File: src/rtl/subckt_test_pkg.sv
// ---------------------------------------------------------------------------
// subckt_test_pkg
//   Shared definitions for the sub-circuit test sequencer.
//   - seq_state_t      : sequencer FSM states
//   - MISR_POLY/SEED   : signature register polynomial and start value
//   - *_DEF            : default values for the sequencer parameters
//   - misr_step()      : one MISR update for a single observed bit
// ---------------------------------------------------------------------------
package subckt_test_pkg;

   typedef enum logic [1:0] {
      ST_FLUSH = 2'd0,
      ST_READY = 2'd1,
      ST_HOLD  = 2'd2,
      ST_CHECK = 2'd3
   } seq_state_t;

   localparam logic [15:0] MISR_POLY = 16'h1021;
   localparam logic [15:0] MISR_SEED = 16'hFFFF;

   localparam int LATENCY_DEF      = 2;
   localparam int FLUSH_CYCLES_DEF = 2;
   localparam int CNT_W_DEF        = 16;

   // Shared wait counter covers both LATENCY and FLUSH_CYCLES (1..15).
   localparam int WAIT_W = 4;

   // Shift left; fold in the polynomial when the outgoing MSB and the new
   // observed bit disagree.
   function automatic logic [15:0] misr_step(input logic [15:0] sig,
                                             input logic        din);
      logic [15:0] shifted;
      shifted = {sig[14:0], 1'b0};
      return (sig[15] ^ din) ? (shifted ^ MISR_POLY) : shifted;
   endfunction

endpackage

File: src/rtl/subckt_test_sequencer_misr16.sv
// ---------------------------------------------------------------------------
// misr16
//   16-bit multiple-input signature register compacting one observed bit
//   per enabled cycle.
//   Ports:
//     clk    in   clock, rising edge
//     rst_n  in   synchronous active-low reset, loads the seed
//     clr    in   synchronous clear, loads the seed
//     en     in   advance the signature by one bit
//     din    in   observed bit
//     sig    out  current signature
// ---------------------------------------------------------------------------
module misr16 (
   input  logic        clk,
   input  logic        rst_n,
   input  logic        clr,
   input  logic        en,
   input  logic        din,
   output logic [15:0] sig
);
   import subckt_test_pkg::*;

   logic [15:0] sig_r;

   always_ff @(posedge clk) begin
      if (!rst_n || clr) begin
         sig_r <= MISR_SEED;
      end else if (en) begin
         sig_r <= misr_step(sig_r, din);
      end
   end

   assign sig = sig_r;

endmodule

File: src/rtl/subckt_test_sequencer.sv
// ---------------------------------------------------------------------------
// subckt_test_sequencer
//   Applies stimulus vectors to a small combinational/pipelined DUT, waits
//   LATENCY cycles, compares the DUT output with the golden value and keeps
//   a saturating error count plus a MISR signature of every sampled output.
//   Parameters:
//     LATENCY       cycles from dut_in change to valid dut_out (1..15)
//     FLUSH_CYCLES  cycles dut_rst_n is held low after reset/clear (1..15)
//     CNT_W         error counter width
//   Ports:
//     I1470_clk     in   clock, rising edge
//     I1477_rst     in   synchronous active-low reset
//     clr           in   clear statistics, abort current vector, re-flush
//     vec_valid     in   stimulus vector offered
//     vec_ready     out  vector accepted this cycle (READY state)
//     vec_data      in   4 stimulus bits
//     vec_expect    in   golden DUT output for vec_data
//     dut_in        out  registered DUT data drive
//     dut_rst_n     out  registered active-low DUT reset
//     dut_out       in   observed DUT output
//     res_valid     out  one-cycle result strobe
//     res_mismatch  out  dut_out != expected, qualified by res_valid
//     err_count     out  saturating mismatch count
//     signature     out  MISR over sampled dut_out bits
//     busy          out  high outside READY
// ---------------------------------------------------------------------------
module subckt_test_sequencer
   import subckt_test_pkg::*;
#(
   parameter int LATENCY      = LATENCY_DEF,
   parameter int FLUSH_CYCLES = FLUSH_CYCLES_DEF,
   parameter int CNT_W        = CNT_W_DEF
) (
   input  logic             I1470_clk,
   input  logic             I1477_rst,
   input  logic             clr,
   input  logic             vec_valid,
   output logic             vec_ready,
   input  logic [3:0]       vec_data,
   input  logic             vec_expect,
   output logic [3:0]       dut_in,
   output logic             dut_rst_n,
   input  logic             dut_out,
   output logic             res_valid,
   output logic             res_mismatch,
   output logic [CNT_W-1:0] err_count,
   output logic [15:0]      signature,
   output logic             busy
);

   localparam logic [WAIT_W-1:0] LAT_LD   = WAIT_W'(LATENCY);
   localparam logic [WAIT_W-1:0] FLUSH_LD = WAIT_W'(FLUSH_CYCLES);
   localparam logic [WAIT_W-1:0] WAIT_ONE = WAIT_W'(1);

   logic              rst_n;
   seq_state_t        state;
   seq_state_t        state_nxt;
   logic [WAIT_W-1:0] wait_cnt;
   logic [WAIT_W-1:0] wait_cnt_nxt;
   logic              accept;
   logic              chk_fire;
   logic [3:0]        dut_in_p0;
   logic              exp_p0;
   logic              dut_rst_n_p0;
   logic [CNT_W-1:0]  err_cnt;

   assign rst_n = I1477_rst;

   function automatic logic [CNT_W-1:0] sat_inc(input logic [CNT_W-1:0] v);
      return (&v) ? v : v + CNT_W'(1);
   endfunction

   // State register; reset overrides clr and any handshake.
   always_ff @(posedge I1470_clk) begin
      if (!rst_n) begin
         state    <= ST_FLUSH;
         wait_cnt <= FLUSH_LD;
      end else begin
         state    <= state_nxt;
         wait_cnt <= wait_cnt_nxt;
      end
   end

   // Next-state logic. One counter serves both the flush length and the
   // DUT settle time; the exit happens on the cycle it reads 1 so that each
   // state lasts exactly the loaded number of cycles.
   always_comb begin
      state_nxt    = state;
      wait_cnt_nxt = wait_cnt;
      unique case (state)
         ST_FLUSH: begin
            if (wait_cnt == WAIT_ONE) begin
               state_nxt = ST_READY;
            end else begin
               wait_cnt_nxt = wait_cnt - WAIT_ONE;
            end
         end
         ST_READY: begin
            if (accept) begin
               state_nxt    = ST_HOLD;
               wait_cnt_nxt = LAT_LD;
            end
         end
         ST_HOLD: begin
            if (wait_cnt == WAIT_ONE) begin
               state_nxt = ST_CHECK;
            end else begin
               wait_cnt_nxt = wait_cnt - WAIT_ONE;
            end
         end
         ST_CHECK: begin
            state_nxt = ST_READY;
         end
         default: begin
            state_nxt    = ST_FLUSH;
            wait_cnt_nxt = FLUSH_LD;
         end
      endcase
      if (clr) begin
         state_nxt    = ST_FLUSH;
         wait_cnt_nxt = FLUSH_LD;
      end
   end

   // Output decode. The result strobe is masked by clr and by reset so an
   // aborted check never reports.
   always_comb begin
      vec_ready    = (state == ST_READY);
      busy         = (state != ST_READY);
      accept       = vec_valid && (state == ST_READY) && rst_n && !clr;
      chk_fire     = (state == ST_CHECK) && rst_n && !clr;
      res_valid    = chk_fire;
      res_mismatch = chk_fire && (dut_out ^ exp_p0);
   end

   // ---- stage p0: accepted vector drive and golden value ----
   always_ff @(posedge I1470_clk) begin
      if (!rst_n) begin
         dut_in_p0 <= 4'b0000;
      end else if (accept) begin
         dut_in_p0 <= vec_data;
      end
   end

   always_ff @(posedge I1470_clk) begin
      if (accept) begin
         exp_p0 <= vec_expect;
      end
   end

   // Registered DUT reset follows the state the FSM is about to enter, so it
   // is low exactly while the FSM sits in FLUSH.
   always_ff @(posedge I1470_clk) begin
      if (!rst_n) begin
         dut_rst_n_p0 <= 1'b0;
      end else begin
         dut_rst_n_p0 <= (state_nxt != ST_FLUSH);
      end
   end

   // ---- stage p1: result statistics ----
   always_ff @(posedge I1470_clk) begin
      if (!rst_n || clr) begin
         err_cnt <= '0;
      end else if (chk_fire && (dut_out ^ exp_p0)) begin
         err_cnt <= sat_inc(err_cnt);
      end
   end

   misr16 u_misr (
      .clk   (I1470_clk),
      .rst_n (rst_n),
      .clr   (clr),
      .en    (chk_fire),
      .din   (dut_out),
      .sig   (signature)
   );

   assign dut_in    = dut_in_p0;
   assign dut_rst_n = dut_rst_n_p0;
   assign err_count = err_cnt;

endmodule

File: config.mk
export PLATFORM = sky130hd
export DESIGN_NAME = subckt_test_sequencer
export DESIGN_NICKNAME = d
export VERILOG_FILES = /design/src/rtl/subckt_test_pkg.sv /design/src/rtl/subckt_test_sequencer_misr16.sv /design/src/rtl/subckt_test_sequencer.sv
export SDC_FILE = /design/constraint.sdc
export NUM_CORES = 1
export LEC_CHECK = 0
export CAP_MARGIN = 40
export CORE_MARGIN = 4
export CORE_UTILIZATION = 51
export DETAILED_ROUTE_END_ITERATION = 6
export GPL_TIMING_DRIVEN = 0
export PLACE_DENSITY = 0.84
export SYNTH_ARGS = -nofsm -noshare
export SYNTH_HDL_FRONTEND = slang
export SYNTH_SLANG_ARGS = --single-unit
File: constraint.sdc
create_clock -name I1470_clk -period 4.5 [get_ports I1470_clk]
set_input_delay 0.45 -clock I1470_clk [delete_from_list [all_inputs] [get_ports I1470_clk]]
set_output_delay 0.45 -clock I1470_clk [all_outputs]
set_load 0.02 [all_outputs]
-- Word-level counts from Yosys, hierarchy flattened
Index checks and enable logic that the tools add are counted.
- multiplexer cells: 9
- reductions and logical operators: 17
- bitwise operators: 5
- add/subtract/negate cells: 2
- equality and inequality tests: 7
- operators with widths (operator ; number):
    16-bit by 1-bit adder with 16-bit output (second input constant) ; 1
    16-bit AND reduction ; 1
    13-bit two-way mux ; 1
    2-bit two-way mux ; 4
    4-bit two-way mux ; 2
    2-bit one-hot mux with 4 select lines ; 1
    4-bit one-hot mux with 2 select lines ; 1
    1-bit logical AND ; 6
    2-bit == test (second input constant) ; 2
    4-bit by 1-bit == test with 1-bit output (second input constant) ; 1
    2-bit by 1-bit inequality test with 1-bit output (second input constant) ; 2
    2-bit nonzero test ; 2
    2-bit OR reduction ; 2
    4-bit by 1-bit subtractor with 4-bit output (second input constant) ; 1
    3-bit NOT ; 1
    3-bit AND reduction ; 1
    2-bit by 1-bit == test with 1-bit output (second input constant) ; 1
    1-bit logical NOT ; 2
    2-bit logical NOT ; 1
    2-bit inequality test (second input constant) ; 1
    1-bit NOT ; 2
    2-bit AND reduction ; 1
    1-bit XOR ; 2
    1-bit logical OR ; 1
- flip-flop bits (word level): 44
- bits of input ports: 10
- word-level logic and storage cells: 47
- output and inout port bits: 41

-- Logic depth before layout (Yosys ltp)
Gate-level depths: netlist of run 1.
- depth in word-level cells: 8
- mapped depth: 7
- mapped depth without buffers: 6

-- Cells and area by module
From an unflattened synthesis of run 1, not the netlist that was laid out.
- cell total of the unflattened synthesis: 215
- area total of the unflattened synthesis: 2008.2 um^2
- by module, submodules not included (module ; seq. area each (um^2) ; area each (um^2) ; cells an instance ; times used):
    subckt_test_sequencer ; 570.5 ; 1382.6 ; 158 ; 1
    misr16 ; 320.3 ; 625.6 ; 57 ; 1

-- Worst setup path before layout of run 1
No wires, ideal clock.
- kind: reg-to-reg
- start point: reg err_cnt[6] (netlist: err_count[6])
- end point: reg err_cnt[14] (netlist: err_count[14])
- data arrival time: 1.955 ns
- setup time: 0.135 ns
- buffers on the path: 1
- stages on the path, launching flop included: 6
- slack: 2.410 ns
- required time: 4.365 ns
- period minus slack after synthesis: 2.090 ns
- cells stage by stage: dfxtp_1 -> and4_1 -> clkbuf_1 -> or4b_2 -> o311ai_0 -> o41ai_1
- longest elaborated chain between the ends: 3
- elaborated cells between the ends (all ways): 4
- classes of those cells: 1 x add/sub; 1 x bitwise; 2 x reduce/logical
- RTL lines (element ; RTL line ; text):
    start: declaration ; subckt_test_sequencer.sv:65 ; logic [CNT_W-1:0] err_cnt;
    start signal: assignment ; subckt_test_sequencer.sv:166 ; err_cnt <= sat_inc(err_cnt);
    branches (longest 3 deep; another with 16-bit by 1-bit adder with 16-bit output) ; - ;
Several ways; the timed one is not identified.
A chain may end at the register's enable or synchronous reset.

-- Worst setup path in the final report of run 1
- start point: in I1477_rst
- end point: out res_mismatch
- longest elaborated chain between the ends: 3
- RTL lines (element ; RTL line ; text):
    start: declaration ; subckt_test_sequencer.sv:35 ; input logic I1477_rst,
    1-bit logical AND (2 in series) ; subckt_test_sequencer.sv:131 ; chk_fire = (state == ST_CHECK) && rst_n && !clr;
    1-bit logical AND ; subckt_test_sequencer.sv:133 ; res_mismatch = chk_fire && (dut_out ^ exp_p0);
    end: declaration ; subckt_test_sequencer.sv:45 ; output logic res_mismatch,
No other way between the ends.

==> results of run 1 <==
registers in the layout, indices dropped and copies added (netlist names):
signal,count
err_count,16
u_misr.sig,16
dut_in,4
wait_cnt,4
state,2
dut_rst_n,1
exp_p0,1
power groups by stage:
stage,clock [mW],combinational (mW),sequential [mW]
CTS,0.263,0.0326,0.394
detailed placement,0,0.0324,0.403
finish,0.260,0.0323,0.394
global route,0.279,0.0361,0.395
floorplan,0,0.0176,0.403
global placement,0,0.0316,0.403
per-stage QoR:
step / setup WS (ns) / power (mW) / instances / hold WS, ns / util [%]
final: 1.70 / 0.687 / 309 / 0.458 / 73.9
after global placement: 1.72 / 0.435 / 301 / 0.443 / 71.1
after detailed placement: 1.69 / 0.436 / 301 / 0.453 / 71.1
after CTS: 1.68 / 0.690 / 309 / 0.462 / 73.9
after floorplan: 2.41 / 0.421 / 205 / 0.458 / -
after global routing: 1.54 / 0.710 / 309 / 0.489 / 73.9
cells by family (layout without fill, tap and decap cells):
logic type                 Yosys count  count (layout)  share of synthesized area [%]
and+or+nand+nor                     75              75                           22.7
AOI/OAI and AO/OA                   53              53                           19.4
DFF                                 44              44                           47.2
buffers and inverters               22              80                           4.84
xor gates and xnor gates             4               4                           1.86
muxes                                4               4                           2.12
adders and majority gates            3               3                           1.99
cells in the mapped netlist, types with 4 or more instances:
cell	instances	share of area (%)
and4_1	4	1.9
inv_1	12	2.4
nor2_1	9	1.8
o31ai_1	6	2.4
mux2i_1	4	2.1
dfxtp_1	43	46
nand2b_1	4	1.3
clkbuf_1	7	1.4
nand3_1	4	1.1
or4_1	5	2.0
nand2_1	23	4.6
a21oi_1	14	3.7
o22a_1	15	7.0
nor3_1	7	1.9
o21ai_0	9	2.4
or3_1	4	1.3
metal layers:
| layer | up-vias | global-route usage, % | part of all wire (%) |
|---|---|---|---|
| met1 | 815 | 23.6 | 45 |
| met4 | 0 | 5.60 | 0.88 |
| met3 | 4 | 6.16 | 7.5 |
| met5 | - | 0 | 0 |
| met2 | 63 | 33.0 | 47 |
| li1 | 862 | - | - |
critical path: stages:
cell and delay [ns]:
clkdlybuf4s50_1 0.64, nand4b_4 0.22, inv_1 0.17, nand2b_1 0.16, inv_1 0.11, clkdlybuf4s50_1 0.60
worst min-delay path by stage:
stage	startpoint	endpoint	slack [ns]	cells after the start
CTS	dut_in[1]	dut_in[1]	0.46	2
global placement	dut_in[3]	dut_in[3]	0.44	2
floorplan	wait_cnt[3]	wait_cnt[3]	0.46	2
global route	dut_in[3]	dut_in[3]	0.49	2
finish	dut_in[3]	dut_in[3]	0.46	2
detailed placement	dut_in[3]	dut_in[3]	0.45	2
area by class of cell:
| class | count | area [sq um] |
|---|---|---|
| Timing Repair Buffer | 50 | 500 |
| Inverter | 12 | 45.0 |
| Fill cell | 267 | 898 |
| Clock inverter | 2 | 15.0 |
| Sequential cell | 44 | 891 |
| Clock buffer | 6 | 82.6 |
| Buffer | 10 | 46.3 |
| Multi-Input combinational cell | 139 | 906 |
| Tap cell | 46 | 57.6 |
==> impl_metrics.yaml, run 1 <==
run_status:
  status: "finished, final reports clean"
floorplanning:
  core_area_sq_um: 3440
  die_y_um: 68.8
  die_x_um: 68.8
  die-area_sq_um: 4740
  start_util_pct: 54.9
  io_pins: 51
  row_count: 21
power:
  p_sw_uw: 154
  p_leak_nw: 0.891
  switching_share_pct: 22.5
  pwr-share-comb_pct: 4.7
  power_density_nw_per_um2: 270
  p_clk_share_pct: 37.9
  ir_drop_v: 0.000218
  p_int_uw: 532
  seqPwrFrac_pct: 57.4
setup_path:
  cp-start-kind: "input port"
  critPathKind: "input port to output pin"
  rrSetupSlack_ns: 2.35
  worstPathMaxFanout: 9
  cp-startpoint: "I1477_rst"
  cp-end-kind: "output pin"
  crit_end: "res_mismatch"
  regToRegEndpoint: "err_count[14]"
  r2r-start: "err_count[6]"
  cp.arrival_ns: 2.35
  required_ns: 4.05
  r2r_cells: 5
cells_and_area:
  syn_to_final_growth_pct: 34.7
  final_cell_mix: "clkdlybuf4s50_1, dfxtp_1, nand2_1, o22a_1, a21oi_1"
  layout_commonest_cell: "clkdlybuf4s50_1"
  fin_nets: 275
  layout-drive-gt1-share_pct: 4.94
  stdcell_area_sq_um: 2540
  n_antenna_cell: 0
cts:
  clk_pin_slew_ns: 0.09
  clk_path_buf_depth: 2
  postCtsSetupRepairBufs: 0
  cts_sinks: 44
  cts_max_level: 2
  cts_tree: "yes"
  cts_buffers: 5
  hold_buffers: 0
  clk_latency_ns: 0.29
  cts-root-buf: "clkbuf_8"
  cts_resized: 0
global_routing:
  grt_pass1_wl_um: 7070
  grt_pass1_vias: 1583
  antenna_found_initial: 0
  grt_overflow: 0
  track_usage_pct: 19.5
  grt_max_degree: 15
placed_design:
  placed_cell_area_sq_um: 2450
  gp_congestion: 0.788
  dp_hpwl_um: 3200
  portBuffers: 50
synthesis:
  synth-main-ff-cell: "dfxtp_1"
  synthCells: 205
  ys_types: 42
  synth_enable_flop_cells: 1
  avgSynthCellArea_sq_um: 9.21
  synthesis.nets: 218
  synthArstFlopShare_pct: 0
  ys_seq_area_share_pct: 47.2
  syn-cell-area_sq_um: 1890
  ys_ff_latch: 44
  ys_warn_count: 0
sta:
  slew_headroom_pct: 55.2
  fin_tns_setup_ns: 0
  period_share_pct: 62.3
  fmax_mhz: 357
  final.min_clock_period_ns: 2.80
  tightestPinTransition_ns: 0.667
  rsz0062_at_grt: "false"
  setup_viol: 0
  hold_viol_final: 0
  slew_violations: 0
  fin_skew_ns: 0.00632
drt:
  num_vias: 1744
  viasPerCell: 5.64
  drtPass1Iterations: 4
  ant_nets: 0
  first_iter_violations: 120
  drt-total-wl_um: 4310
  wire_per_inst_um: 13.9
  drc: 0
flow_run:
  max-cap-violations: 0
worst_hold_path:
  min_path_type: "flop to flop"
(Power assumes the default switching activity.)
==> run 2, diff against run 1 <==
CORE_UTILIZATION = 43   (was 51)
PLACE_DENSITY = 0.75   (was 0.84)
clock period = 2.25 ns   (was 4.5 ns; I/O delays follow)
==> impl_metrics.yaml, run 2 (synthesis results as in run 1) <==
drt:
  wire_per_inst_um: 14.0
  drtPass1Iterations: 4
  drc: 0
  first_iter_violations: 128
  ant_nets: 0
  viasPerCell: 5.54
  num_vias: 1751
  drt-total-wl_um: 4420
run_status:
  status: "finished, final reports clean"
sta:
  tightestPinTransition_ns: 0.676
  final.min_clock_period_ns: 2.10
  rsz0062_at_grt: "false"
  fin_skew_ns: 0.00521
  hold_viol_final: 0
  timing.final.ws_setup_ns: 0.148
  slew_violations: 0
  fin_tns_setup_ns: 0
  fmax_mhz: 476
  setup_viol: 0
  period_share_pct: 93.4
  slew_headroom_pct: 54.6
power:
  p_leak_nw: 0.925
  p_sw_uw: 296
  power_density_nw_per_um2: 558
  p_clk_share_pct: 40.9
  ir_drop_v: 0.000413
  power.total_mw: 1.44
  switching_share_pct: 20.5
  pwr-share-comb_pct: 4.4
  p_int_mw: 1.14
  seqPwrFrac_pct: 54.7
setup_path:
  required_ns: 2.48
  critPathKind: "flop to flop"
  cp_slowest_stage_delay_ns: 0.56
  worstPathMaxFanout: 10
  regToRegEndpoint: "err_count[15]"
  cp.arrival_ns: 2.33
  cp-end-kind: "flop"
  critical_path.top_delay_family: "simple AND/OR/NAND/NOR gates"
  critPathBufInv: 2
  r2r-start: "state[0]"
  rrSetupSlack_ns: 0.15
  r2r_cells: 6
  worstPathCellList: "buf_2, nand4b_4, or4_4, buf_6, or4_1, a21oi_1"
  cp-start-kind: "flop"
  crit_slowest_cell: "or4_4"
worst_hold_path:
  min_path_type: "input port to flop"
  min_to: "dut_in[1]"
  min_from: "I1477_rst"
  worstHoldPathCells: 3
cells_and_area:
  n_antenna_cell: 0
  syn_to_final_growth_pct: 36.8
  utilization_pct: 62.8
  n_fill_cell: 368
  layout-drive-gt1-share_pct: 6.02
  layout_commonest_cell: "clkdlybuf4s50_1"
  final_cell_mix: "clkdlybuf4s50_1, dfxtp_1, nand2_1, o22a_1, a21oi_1"
  fin_cells: 316
  fin_nets: 278
global_routing:
  use_met2_pct: 25.9
  use_met3_pct: 5.14
  grt_pass1_vias: 1572
  grt_max_degree: 14
  grt_overflow: 0
  antenna_found_initial: 0
  track_usage_pct: 16.8
  met1_usage_pct: 21.7
  top_usage_layer: "met2"
  grt_pass1_wl_um: 7090
placed_design:
  dp_hpwl_um: 3190
  portBuffers: 50
  dp_slack_ns: -0.280
  gp_congestion: 0.806
  place_inst: 305
flow_run:
  max-cap-violations: 0
cts:
  cts_tree: "yes"
  clk_path_buf_depth: 2
  cts-root-buf: "clkbuf_8"
  clk_pin_slew_ns: 0.08
  cts_max_level: 2
  cts_sinks: 44
  cts_buffers: 5
  hold_buffers: 0
  clk_latency_ns: 0.30
floorplanning:
  die-area_sq_um: 5520
  start_util_pct: 45.9
  io_pins: 51
  die_y_um: 74.3
  die_x_um: 74.3
  core_area_sq_um: 4120
  row_count: 23
-- run 2: repair_timing --
item                                    4_1_cts  5_1_grt
buffers inserted                              0        4
resized for setup                             2        0
endpoints found under the setup margin        1        2
-- run 2: area by class of cell --
type,instances,area (sq um),area share (%)
Multi-Input combinational cell,139,906,35.1
Sequential cell,44,891,34.5
Timing Repair Buffer,54,528,20.4
Clock buffer,6,72.6,2.81
Tap cell,50,62.6,2.42
Inverter,12,45.0,1.74
Buffer,9,42.5,1.65
Clock inverter,2,35.0,1.36
-- run 2: worst min-delay path, cell delays in order --
cell           delay [ns]
dlygate4sd2_1        0.32
nand2_1              0.09
o21ai_0              0.05
-- run 2: routing by layer --
layer | wire (um) | vias to the layer above
li1 | - | 871
met1 | 2040 | 819
met2 | 2020 | 51
met3 | 277 | 10
met4 | 78 | 0
met5 | 0 | -
-- run 2: per-stage QoR --
stage | hold WS, ns | area (sq um)
after CTS | 0.439 | 2560
after floorplan | 0.324 | 1890
final | 0.439 | 2580
after global placement | 0.443 | 2450
after detailed placement | 0.451 | 2450
after global routing | 0.472 | 2580
-- run 2: worst max path at each step --
stage,startpoint,endpoint,slack [ns],cells past startpoint
6_report,state[0],err_count[15],0.15,6
5_1_grt,err_count[6],err_count[14],0.05,4
4_1_cts,err_count[5],err_count[14],0.07,5
3_5_place_dp,I1477_rst,err_count[11],-0.28,6
3_3_place_gp,I1477_rst,err_count[11],-0.26,6
2_1_floorplan,err_count[6],err_count[14],0.16,5
-- run 2: power by group through the flow --
stage / combinational [mW] / sequential [mW] / clock, mW
floorplan: 0.0351 / 0.807 / 0
global placement: 0.0639 / 0.807 / 0
detailed placement: 0.0646 / 0.807 / 0
CTS: 0.0643 / 0.788 / 0.607
global route: 0.0708 / 0.790 / 0.632
finish: 0.0634 / 0.789 / 0.589
